[src/rtl/game_tick_ctrl_pkg.sv]
// rtl/game_tick_ctrl_pkg.sv - shared state encodings, level width and scroll-period rule
package game_tick_ctrl_pkg;

    localparam int LEVEL_W = 4;

    typedef enum logic [1:0] {
        ST_IDLE  = 2'd0,
        ST_RUN   = 2'd1,
        ST_PAUSE = 2'd2,
        ST_OVER  = 2'd3
    } state_e;

    // Scroll speeds up by two base ticks per level but never drops below the floor.
    function automatic int unsigned scroll_period(input int unsigned lvl,
                                                  input int unsigned div0,
                                                  input int unsigned pmin);
        int unsigned dec;
        dec = 2 * lvl;
        if (div0 > dec + pmin) begin
            return div0 - dec;
        end
        return pmin;
    endfunction

endpackage

[src/rtl/game_tick_ctrl_if.sv]
// rtl/game_tick_ctrl_if.sv - game control inputs and tick/status outputs of the scheduler
interface game_tick_ctrl_if;
    import game_tick_ctrl_pkg::*;

    logic               start;
    logic               pause;
    logic               game_over;
    logic               tick_base;
    logic               tick_player;
    logic               tick_scroll;
    logic               tick_anim;
    logic [LEVEL_W-1:0] level;
    logic               running;
    logic [1:0]         state;

    modport master (
        output start, pause, game_over,
        input  tick_base, tick_player, tick_scroll, tick_anim, level, running, state
    );

    modport slave (
        input  start, pause, game_over,
        output tick_base, tick_player, tick_scroll, tick_anim, level, running, state
    );

endinterface

[src/rtl/game_tick_ctrl_tick_div.sv]
// rtl/game_tick_ctrl_tick_div.sv - enabled period divider with combinational fire and registered pulse
module tick_div #(
    parameter int CW = 17
) (
    input  logic          clk,
    input  logic          rst_n,
    input  logic          en_i,
    input  logic          clr_i,
    input  logic [CW-1:0] period_i,
    output logic          fire_o,
    output logic          pulse_o
);

    logic [CW-1:0] count_q, count_d;
    logic          pulse_q, pulse_d;

    // ">=" lets a shortened period take effect on the very next enable.
    assign fire_o  = en_i && !clr_i && (count_q >= period_i - CW'(1));
    assign pulse_o = pulse_q;

    always_comb begin
        count_d = count_q;
        pulse_d = fire_o;
        if (clr_i) begin
            count_d = '0;
        end else if (fire_o) begin
            count_d = '0;
        end else if (en_i) begin
            count_d = count_q + CW'(1);
        end
    end

    always_ff @(posedge clk or negedge rst_n) begin
        if (!rst_n) begin
            count_q <= '0;
            pulse_q <= 1'b0;
        end else begin
            count_q <= count_d;
            pulse_q <= pulse_d;
        end
    end

endmodule

[src/rtl/game_tick_ctrl.sv]
// rtl/game_tick_ctrl.sv - game-rate scheduler: run/pause FSM, base prescaler and derived tick strobes
module game_tick_ctrl
    import game_tick_ctrl_pkg::*;
#(
    parameter int PRESCALE    = 100000,
    parameter int CW          = 17,
    parameter int PLAYER_DIV  = 10,
    parameter int SCROLL_DIV0 = 20,
    parameter int SCROLL_MIN  = 4,
    parameter int ANIM_DIV    = 100,
    parameter int LEVEL_TICKS = 5000,
    parameter int LEVEL_MAX   = 8
) (
    input  logic             clk,
    input  logic             rst_n,
    game_tick_ctrl_if.slave  bus
);

    state_e             state_q, state_d;
    logic [LEVEL_W-1:0] level_q, level_d;
    logic               in_idle;
    logic               run_en;
    logic               base_fire;
    logic               level_fire;
    logic               unused_level_pulse;
    logic [CW-1:0]      scroll_per;

    always_comb begin
        state_d = state_q;
        case (state_q)
            ST_IDLE:  if (bus.start) state_d = ST_RUN;
            ST_RUN:   if (bus.game_over) state_d = ST_OVER;
                      else if (bus.pause) state_d = ST_PAUSE;
            ST_PAUSE: if (bus.game_over) state_d = ST_OVER;
                      else if (bus.pause) state_d = ST_RUN;
            ST_OVER:  if (bus.start) state_d = ST_IDLE;
            default:  state_d = ST_IDLE;
        endcase
    end

    // Counting needs RUN now and next, so a pause/over edge swallows a pending tick.
    assign in_idle = (state_q == ST_IDLE);
    assign run_en  = (state_q == ST_RUN) && (state_d == ST_RUN);

    assign scroll_per = CW'(scroll_period(32'(level_q), SCROLL_DIV0, SCROLL_MIN));

    always_comb begin
        level_d = level_q;
        if (in_idle && bus.start) begin
            level_d = '0;
        end else if (level_fire && (level_q < LEVEL_W'(LEVEL_MAX))) begin
            level_d = level_q + LEVEL_W'(1);
        end
    end

    always_ff @(posedge clk or negedge rst_n) begin
        if (!rst_n) begin
            state_q <= ST_IDLE;
            level_q <= '0;
        end else begin
            state_q <= state_d;
            level_q <= level_d;
        end
    end

    tick_div #(.CW(CW)) u_presc (
        .clk(clk), .rst_n(rst_n), .en_i(run_en), .clr_i(in_idle),
        .period_i(CW'(PRESCALE)), .fire_o(base_fire), .pulse_o(bus.tick_base)
    );

    tick_div #(.CW(CW)) u_player (
        .clk(clk), .rst_n(rst_n), .en_i(base_fire), .clr_i(in_idle),
        .period_i(CW'(PLAYER_DIV)), .fire_o(), .pulse_o(bus.tick_player)
    );

    tick_div #(.CW(CW)) u_scroll (
        .clk(clk), .rst_n(rst_n), .en_i(base_fire), .clr_i(in_idle),
        .period_i(scroll_per), .fire_o(), .pulse_o(bus.tick_scroll)
    );

    tick_div #(.CW(CW)) u_anim (
        .clk(clk), .rst_n(rst_n), .en_i(base_fire), .clr_i(in_idle),
        .period_i(CW'(ANIM_DIV)), .fire_o(), .pulse_o(bus.tick_anim)
    );

    tick_div #(.CW(CW)) u_level (
        .clk(clk), .rst_n(rst_n), .en_i(base_fire), .clr_i(in_idle),
        .period_i(CW'(LEVEL_TICKS)), .fire_o(level_fire), .pulse_o(unused_level_pulse)
    );

    assign bus.level   = level_q;
    assign bus.running = (state_q == ST_RUN);
    assign bus.state   = state_q;

endmodule

[src/flat_wrapper.sv]
// flat-port wrapper written by rule: the top's interface ports become plain ports
module game_tick_ctrl_flat import game_tick_ctrl_pkg::*;
#(
    parameter int PRESCALE    = 100000,
    parameter int CW          = 17,
    parameter int PLAYER_DIV  = 10,
    parameter int SCROLL_DIV0 = 20,
    parameter int SCROLL_MIN  = 4,
    parameter int ANIM_DIV    = 100,
    parameter int LEVEL_TICKS = 5000,
    parameter int LEVEL_MAX   = 8
)
  (clk, rst_n, bus_start, bus_pause, bus_game_over, bus_tick_base, bus_tick_player, bus_tick_scroll, bus_tick_anim, bus_level, bus_running, bus_state);
  game_tick_ctrl_if bus_i ();
  input  logic clk;
  input  logic rst_n;
  input wire logic [$bits(bus_i.start)-1:0] bus_start;
  input wire logic [$bits(bus_i.pause)-1:0] bus_pause;
  input wire logic [$bits(bus_i.game_over)-1:0] bus_game_over;
  output wire logic [$bits(bus_i.tick_base)-1:0] bus_tick_base;
  output wire logic [$bits(bus_i.tick_player)-1:0] bus_tick_player;
  output wire logic [$bits(bus_i.tick_scroll)-1:0] bus_tick_scroll;
  output wire logic [$bits(bus_i.tick_anim)-1:0] bus_tick_anim;
  output wire logic [$bits(bus_i.level)-1:0] bus_level;
  output wire logic [$bits(bus_i.running)-1:0] bus_running;
  output wire logic [$bits(bus_i.state)-1:0] bus_state;
  assign bus_i.start = bus_start;
  assign bus_i.pause = bus_pause;
  assign bus_i.game_over = bus_game_over;
  assign bus_tick_base = bus_i.tick_base;
  assign bus_tick_player = bus_i.tick_player;
  assign bus_tick_scroll = bus_i.tick_scroll;
  assign bus_tick_anim = bus_i.tick_anim;
  assign bus_level = bus_i.level;
  assign bus_running = bus_i.running;
  assign bus_state = bus_i.state;
  game_tick_ctrl #(.PRESCALE(PRESCALE), .CW(CW), .PLAYER_DIV(PLAYER_DIV), .SCROLL_DIV0(SCROLL_DIV0), .SCROLL_MIN(SCROLL_MIN), .ANIM_DIV(ANIM_DIV), .LEVEL_TICKS(LEVEL_TICKS), .LEVEL_MAX(LEVEL_MAX)) u_core (.clk(clk), .rst_n(rst_n), .bus(bus_i));
endmodule
[config.mk]
export PLATFORM = sky130hd
export DESIGN_NAME = game_tick_ctrl_flat
export DESIGN_NICKNAME = d
export VERILOG_FILES = /design/src/rtl/game_tick_ctrl_pkg.sv /design/src/rtl/game_tick_ctrl_if.sv /design/src/rtl/game_tick_ctrl_tick_div.sv /design/src/rtl/game_tick_ctrl.sv /design/src/flat_wrapper.sv
export SDC_FILE = /design/constraint.sdc
export NUM_CORES = 1
export LEC_CHECK = 0
export ABC_AREA = 1
export CAP_MARGIN = 40
export CORE_MARGIN = 5
export CORE_UTILIZATION = 46
export DETAILED_ROUTE_END_ITERATION = 7
export DONT_BUFFER_PORTS = 1
export PLACE_DENSITY = 0.58
export SLEW_MARGIN = 5
export SYNTH_ARGS = -nofsm -noshare
export SYNTH_HDL_FRONTEND = slang
export SYNTH_SLANG_ARGS = --single-unit
export TNS_END_PERCENT = 30
[constraint.sdc]
create_clock -name clk -period 6.15 [get_ports clk]
set_input_delay 1.845 -clock clk [delete_from_list [all_inputs] [get_ports clk]]
set_output_delay 1.845 -clock clk [all_outputs]
set_load 0.01 [all_outputs]
==> impl_results.md, run 1 <==
* Final Cycle Share at 0.640
* Post-DR vias/cell at 4.92
* First-pass GRT wire length at 19.8 mm
* Leakage at 3.18 nW
* Crit Path Max Fanout at 10
* Area leader, netlist: dfrtp_1
* Grt ovf at 0
* Ordered list of cells on the worst path: inv_1 -> ha_1 -> o22ai_1 -> a21oi_1 -> inv_1 -> nor3_1 -> inv_1 -> ha_1 -> inv_1 -> ha_1 -> a21o_1 -> nor2_1 -> a21boi_0 -> nor2_1 -> buf_4 -> nand4_1 -> nand2_1
* Die area at 14,700 µm²
* Setup TNS at 0 ns
* Die H at 121 µm
* Most common cell on crit path: inv_1
* Clock sink count at 95
* Seq/Total Area, Yosys at 0.419
* RePlAce Congestion at 0.852
* Outcome: complete, no violations
* Chip width at 121 µm
* Vias in the first global route at 4,429
* CTS H-tree lvls at 3
* DP HPWL at 7.86 mm
* Dpl cells at 888
* CTS root buf: clkbuf_16
* Layout cells sized above 1 at 0.0489
* Core ar. at 12,100 µm²
* Number of buffers added for setup after CTS at 0
* Worst skew pair latency at 0.34 ns
* Count leader, synth: nand2_1
* TritonCTS clock tree: yes
* Cell area after synthesis at 5670 µm²
* WS Path Type: flop to flop
* DRC Markers at 0
* Slew Limit Fails at 0
* Tightest Hold Check Type: flop to flop
* Number of port buffers at 0
* RR Endpoint: u_core.u_scroll.count_q[8]$_DFFE_PN0P_
* Area Overhead vs Synth at 6.99%
* Worst Max-Slew Pin Slew at 0.706 ns
* Largest net degree at the start of global routing at 96
* Routed Antenna Nets at 0
* Post-CTS resize count at 0
* Non-filler cells, final at 904
* RSZ-0062 raised after global routing: false
* Mapped Nets at 772
* Buf+Inv Stages, Crit Path at 5
* Yosys warns at 0
* Setup crit end kind: flop
* Register-to-register setup slack at 2.21 ns
* Std-Cell Rows at 40
* CP max stage delay at 0.53 ns
* Worst hold margin at 0.490 ns
* CP Data Required Time at 6.43 ns
* VDD IR max at 0.352 mV
* Vias at 4,444
* Ranking of synthesized cells by area: dfrtp_1, nand2_1, inv_1
* Relative slew slack at 0.529
* Worst hold stages at 2
* Clock slew at reported path FFs at 0.07 ns
* Critical path's slowest cell: dfrtp_1
* CP Launch Type: flop
* Synth top cells by count: nand2_1, inv_1, nor2_1
* Layout Utilization at 0.503
* R2r worst-path depth at 17
* FF+latch count, synth at 95
* Setup Viol. Count Final at 0
* Clk buf depth at 2
* Async S/R FF share, synth at 1.00
* Skew final at 0.00880 ns
* Gr usage total at 0.163
* Hold endpoint: u_core.u_player.count_q[7]$_DFFE_PN0P_
* Delay-heaviest family, CP: simple AND/OR/NAND/NOR gates
* Final WL at 11.2 mm
* # hold bufs at CTS at 0
* DR pass1 iterations at 4
* Min Tclk post-route at 3.94 ns
* Layout fillers at 1,163
* Post-synthesis area per instance at 7.72 µm²
* Final Hold Viols at 0
* Post-synth EDFFs at 0
* Synth cell types at 35
* Worst path arrival time at 4.22 ns
* Design area at 6070 µm²
* TritonCTS Buffers at 9
* Hold_sp: u_core.u_player.count_q[7]$_DFFE_PN0P_
* # nets final at 768
* Placement Cell Area at 5750 µm²
* Yosys top cell area share at 0.419
* Synth Flop Type: dfrtp_1
* Fmax at 254 MHz
* Initial drt markers at 187
* Initial Util at 0.470
* Antenna cell count at 0
* # Max-Cap Violations at 0
* DR WL/cell at 12.4 µm
* Mapped Cells at 735
* # IOs at 16
* Worst r2r src: u_core.bus.level[1]$_DFFE_PN0P_
* Power Dens Cells at 246 nW/µm²
* Initial antenna violation count at 0
-- final cells by class --
cell class | count | area [µm²] | area share
multi-input cells | 501 | 2690 | 0.443
well taps | 168 | 210 | 0.0346
repair buffers | 1 | 7.51 | 0.00124
flip-flops and latches | 95 | 2380 | 0.392
clock inverters | 6 | 90.1 | 0.0148
clock buffers | 10 | 229 | 0.0377
inverters | 123 | 467 | 0.0769
-- worst min-delay path, stage by stage (launching register included) --
cell and delay (ns):
dfrtp_1 0.32, inv_1 0.05, nor2_1 0.08
-- metal layers --
metal | wire, µm | global-route usage
met1 | 5510 | 0.213
met2 | 5230 | 0.269
met3 | 350 | 0.0448
met4 | 139 | 0.0404
met5 | 0 | 0
-- stage by stage --
| step | setup slack [ns] | total power, mW |
|---|---|---|
| finish | 2.21 | 1.49 |
| floorplan | 2.91 | 0.897 |
| global placement | 2.53 | 0.903 |
| CTS | 2.25 | 1.51 |
| global route | 1.79 | 1.56 |
| detailed placement | 2.31 | 0.908 |
-- registers in the layout, indices dropped and copies added, names as in the netlist --
name                     count
u_core.u_anim.count_q       17
u_core.u_level.count_q      17
u_core.u_player.count_q     17
u_core.u_presc.count_q      17
u_core.u_scroll.count_q     17
u_core.bus.level             4
u_core.bus.state             2
u_core.u_anim.pulse_o        1
u_core.u_player.pulse_o      1
u_core.u_presc.pulse_o       1
u_core.u_scroll.pulse_o      1
-- worst max path at each step --
| stage | from | end | slack, ns | depth (start not counted) |
|---|---|---|---|---|
| after floorplan | u_core.bus.level[1]$_DFFE_PN0P_ | u_core.u_scroll.count_q[2]$_DFFE_PN0P_ | 2.91 | 17 |
| after global placement | u_core.bus.level[1]$_DFFE_PN0P_ | u_core.u_scroll.count_q[8]$_DFFE_PN0P_ | 2.53 | 20 |
| after detailed placement | u_core.bus.level[1]$_DFFE_PN0P_ | u_core.u_scroll.count_q[10]$_DFFE_PN0P_ | 2.31 | 17 |
| after CTS | u_core.bus.level[1]$_DFFE_PN0P_ | u_core.u_scroll.count_q[8]$_DFFE_PN0P_ | 2.25 | 17 |
| after global routing | u_core.bus.level[1]$_DFFE_PN0P_ | u_core.u_scroll.count_q[14]$_DFFE_PN0P_ | 1.79 | 19 |
| final | u_core.bus.level[1]$_DFFE_PN0P_ | u_core.u_scroll.count_q[8]$_DFFE_PN0P_ | 2.21 | 17 |
-- power breakdown --
| group | switching (mW) | leakage (nW) | internal, mW |
|---|---|---|---|
| sequential | 0.0193 | 1.32 | 0.638 |
| clock | 0.239 | 0.153 | 0.358 |
| combinational | 0.204 | 1.70 | 0.0319 |
-- placed cells by master, fill, tap and decap left out, drive strengths merged --
master,instances
a21oi,19
bufinv,2
xor2,29
or2,1
a21o,1
o21ai,23
nand2,165
dfrtp,95
buf,1
and2,1
nand3,36
xnor2,2
clkinvlp,1
clkbuf,10
nor2,107
nor3b,4
and3,1
o21a,1
clkinv,1
nor3,29
ha,32
inv,125
a21boi,1
o22ai,1
nor4,2
nand4,46
-- cell families after synthesis --
family	Yosys count	synth area share
AND/OR/NAND/NOR	392	0.307
AO/OA/AOI/OAI	46	0.0487
XOR/XNOR	31	0.0479
adder cells (fa/ha/maj)	32	0.0706
buffers and inverters	139	0.107
flip-flops	95	0.419
Note: power is estimated with default switching activity, not from simulation.
==> run 2: changes to the inputs <==
--- a/config.mk
+++ b/config.mk
@@ -11,7 +11,7 @@
 export CORE_UTILIZATION = 46
 export DETAILED_ROUTE_END_ITERATION = 7
 export DONT_BUFFER_PORTS = 1
-export PLACE_DENSITY = 0.58
+export PLACE_DENSITY = 0.6
 export SLEW_MARGIN = 5
 export SYNTH_ARGS = -nofsm -noshare
 export SYNTH_HDL_FRONTEND = slang
==> constraint.sdc (replaced) <==
create_clock -name clk -period 3.31 [get_ports clk]
set_input_delay 0.993 -clock clk [delete_from_list [all_inputs] [get_ports clk]]
set_output_delay 0.993 -clock clk [all_outputs]
set_load 0.01 [all_outputs]
==> run 2 against run 1 <==
Net effect:
- maximum frequency is 26% higher
- combinational power is 99% higher
- total power is 87% higher
- critical path type unchanged
- critical endpoint is now u_core.u_scroll.count_q[16]$_DFFE_PN0P_
==> impl_results.md, run 2 (same netlist as run 1, synthesis figures left out) <==
* Outcome: complete, no violations
* # hold bufs at CTS at 0
* Tightest Hold Check Type: input pin to async pin
* Slew Limit Fails at 0
* Grt ovf at 0
* VDD IR max at 0.487 mV
* # nets final at 779
* RePlAce Congestion at 0.852
* TritonCTS clock tree: yes
* Setup crit end kind: flop
* Leakage at 3.25 nW
* Final Cycle Share at 0.945
* DP HPWL at 7.97 mm
* # IOs at 16
* Sw power at 850 µW
* CTS root buf: clkbuf_16
* Power Dens Cells at 444 nW/µm²
* Number of port buffers at 0
* Initial drt markers at 192
* Int Pwr at 1.93 mW
* DR WL/cell at 12.7 µm
* Largest net degree at the start of global routing at 96
* DRC Markers at 0
* First-pass GRT wire length at 20.4 mm
* Clock slew at reported path FFs at 0.07 ns
* Worst skew pair latency at 0.34 ns
* Vias in the first global route at 4,488
* Routed Antenna Nets at 0
* Chip width at 121 µm
* Worst Max-Slew Pin Slew at 0.642 ns
* Setup Viol. Count Final at 0
* Switching share of total power at 0.305
* Comb power frac at 0.169
* Skew final at 0.0106 ns
* Fmax at 320 MHz
* Design area at 6260 µm²
* Std-Cell Rows at 40
* Commonest non-fill, non-tap cell in the layout: nand2_1
* Clk pwr share at 0.392
* CP Data Required Time at 3.59 ns
* Die H at 121 µm
* Clock sink count at 95
* Clk buf depth at 2
* Final WL at 11.6 mm
* Initial Util at 0.470
* Most frequent cells in the layout: nand2_1, inv_1, nor2_1, dfrtp_1, nand4_1
* Min Tclk post-route at 3.13 ns
* Placement Cell Area at 5810 µm²
* TritonCTS Buffers at 9
* Vias at 4,515
* Layout cells sized above 1 at 0.0912
* Relative slew slack at 0.569
* Setup TNS at 0 ns
* Antenna cell count at 0
* Initial antenna violation count at 0
* WS Path Type: flop to flop
* Worst r2r src: u_core.bus.level[1]$_DFFE_PN0P_
* Sequential share of power at 0.440
* Die area at 14,700 µm²
* Gr usage total at 0.169
* Final Hold Viols at 0
* Post-DR vias/cell at 4.94
* Area Overhead vs Synth at 10.3%
* CTS H-tree lvls at 3
* CP Launch Type: flop
* Core ar. at 12,100 µm²
* Worst path arrival time at 3.41 ns
* Crit Path Max Fanout at 6
* Worst Setup SP: u_core.bus.level[1]$_DFFE_PN0P_
* # Max-Cap Violations at 0
* Layout Utilization at 0.519
* DR pass1 iterations at 4
* Post-route setup slack at 0.183 ns
* Post-Place Setup Slack at 0.0313 ns
-- run 2: cell count changes in the layout (fill, tap and decap cells not counted), sizes merged --
cell / previous run / this run
inv: 125 / 124
buf: 1 / 12
-- run 2: routing by layer --
layer | track usage | wire [µm] | vias to the layer above
li1 | - | - | 2349
met3 | 0.0415 | 373 | 8
met2 | 0.284 | 5560 | 59
met1 | 0.219 | 5560 | 2099
met5 | 0 | 0 | -
met4 | 0.0382 | 96 | 0
-- run 2: layout make-up --
| type | instances | area [µm²] |
|---|---|---|
| Clock buffer | 10 | 229 |
| Clock inverter | 5 | 81.3 |
| Fill cell | 1129 | 5800 |
| Inverter | 123 | 467 |
| Multi-Input combinational cell | 501 | 2790 |
| Sequential cell | 95 | 2380 |
| Tap cell | 168 | 210 |
| Timing Repair Buffer | 12 | 101 |
-- run 2: final timing paths --
path,end,slack (ns),cells past startpoint
setup / recovery,u_core.u_scroll.count_q[16]$_DFFE_PN0P_,0.18,22
hold / removal,u_core.u_player.count_q[6]$_DFFE_PN0P_,0.34,0
setup reg to reg,u_core.u_scroll.count_q[16]$_DFFE_PN0P_,0.18,22
hold reg to reg,u_core.u_anim.count_q[11]$_DFFE_PN0P_,0.49,2
max in group asynchronous,u_core.u_level.count_q[1]$_DFFE_PN0P_,2.78,0
min in group clk,u_core.u_anim.count_q[11]$_DFFE_PN0P_,0.49,2
-- run 2: critical path, stage by stage (launching register included) --
cell      delay [ns]
dfrtp_2         0.44
inv_2           0.08
ha_2            0.17
inv_1           0.04
nor2_1          0.09
o22ai_1         0.09
a21oi_2         0.16
nand2_1         0.07
nor2_2          0.16
nand2_2         0.08
inv_2           0.09
nand2_1         0.06
ha_1            0.28
inv_2           0.10
ha_4            0.20
nand2_2         0.07
a21oi_1         0.05
nor2_1          0.21
a21boi_4        0.09
nor2_4          0.17
buf_4           0.18
nand4_1         0.10
nand2_1         0.08
-- run 2: per-stage QoR --
stage                     std cells  total power, mW  hold slack, ns
after global placement          896             1.71           0.472
after CTS                       911             2.82           0.328
final                           914             2.78           0.341
after floorplan                 735             1.67           0.460
after global routing            914             2.92           0.315
after detailed placement        896             1.72           0.479
-- run 2: power groups by stage --
stage / combinational [mW] / sequential (mW) / clock (mW)
after floorplan: 0.432 / 1.24 / 0
after global placement: 0.470 / 1.24 / 0
after detailed placement: 0.481 / 1.24 / 0
after CTS: 0.478 / 1.22 / 1.12
after global routing: 0.524 / 1.22 / 1.17
final: 0.469 / 1.22 / 1.09
-- run 2: repair_timing --
item | 4_1_cts | 5_1_grt
buffers inserted | 0 | 0
gates resized for setup | 0 | 32
endpoints found under the setup margin | 0 | 18
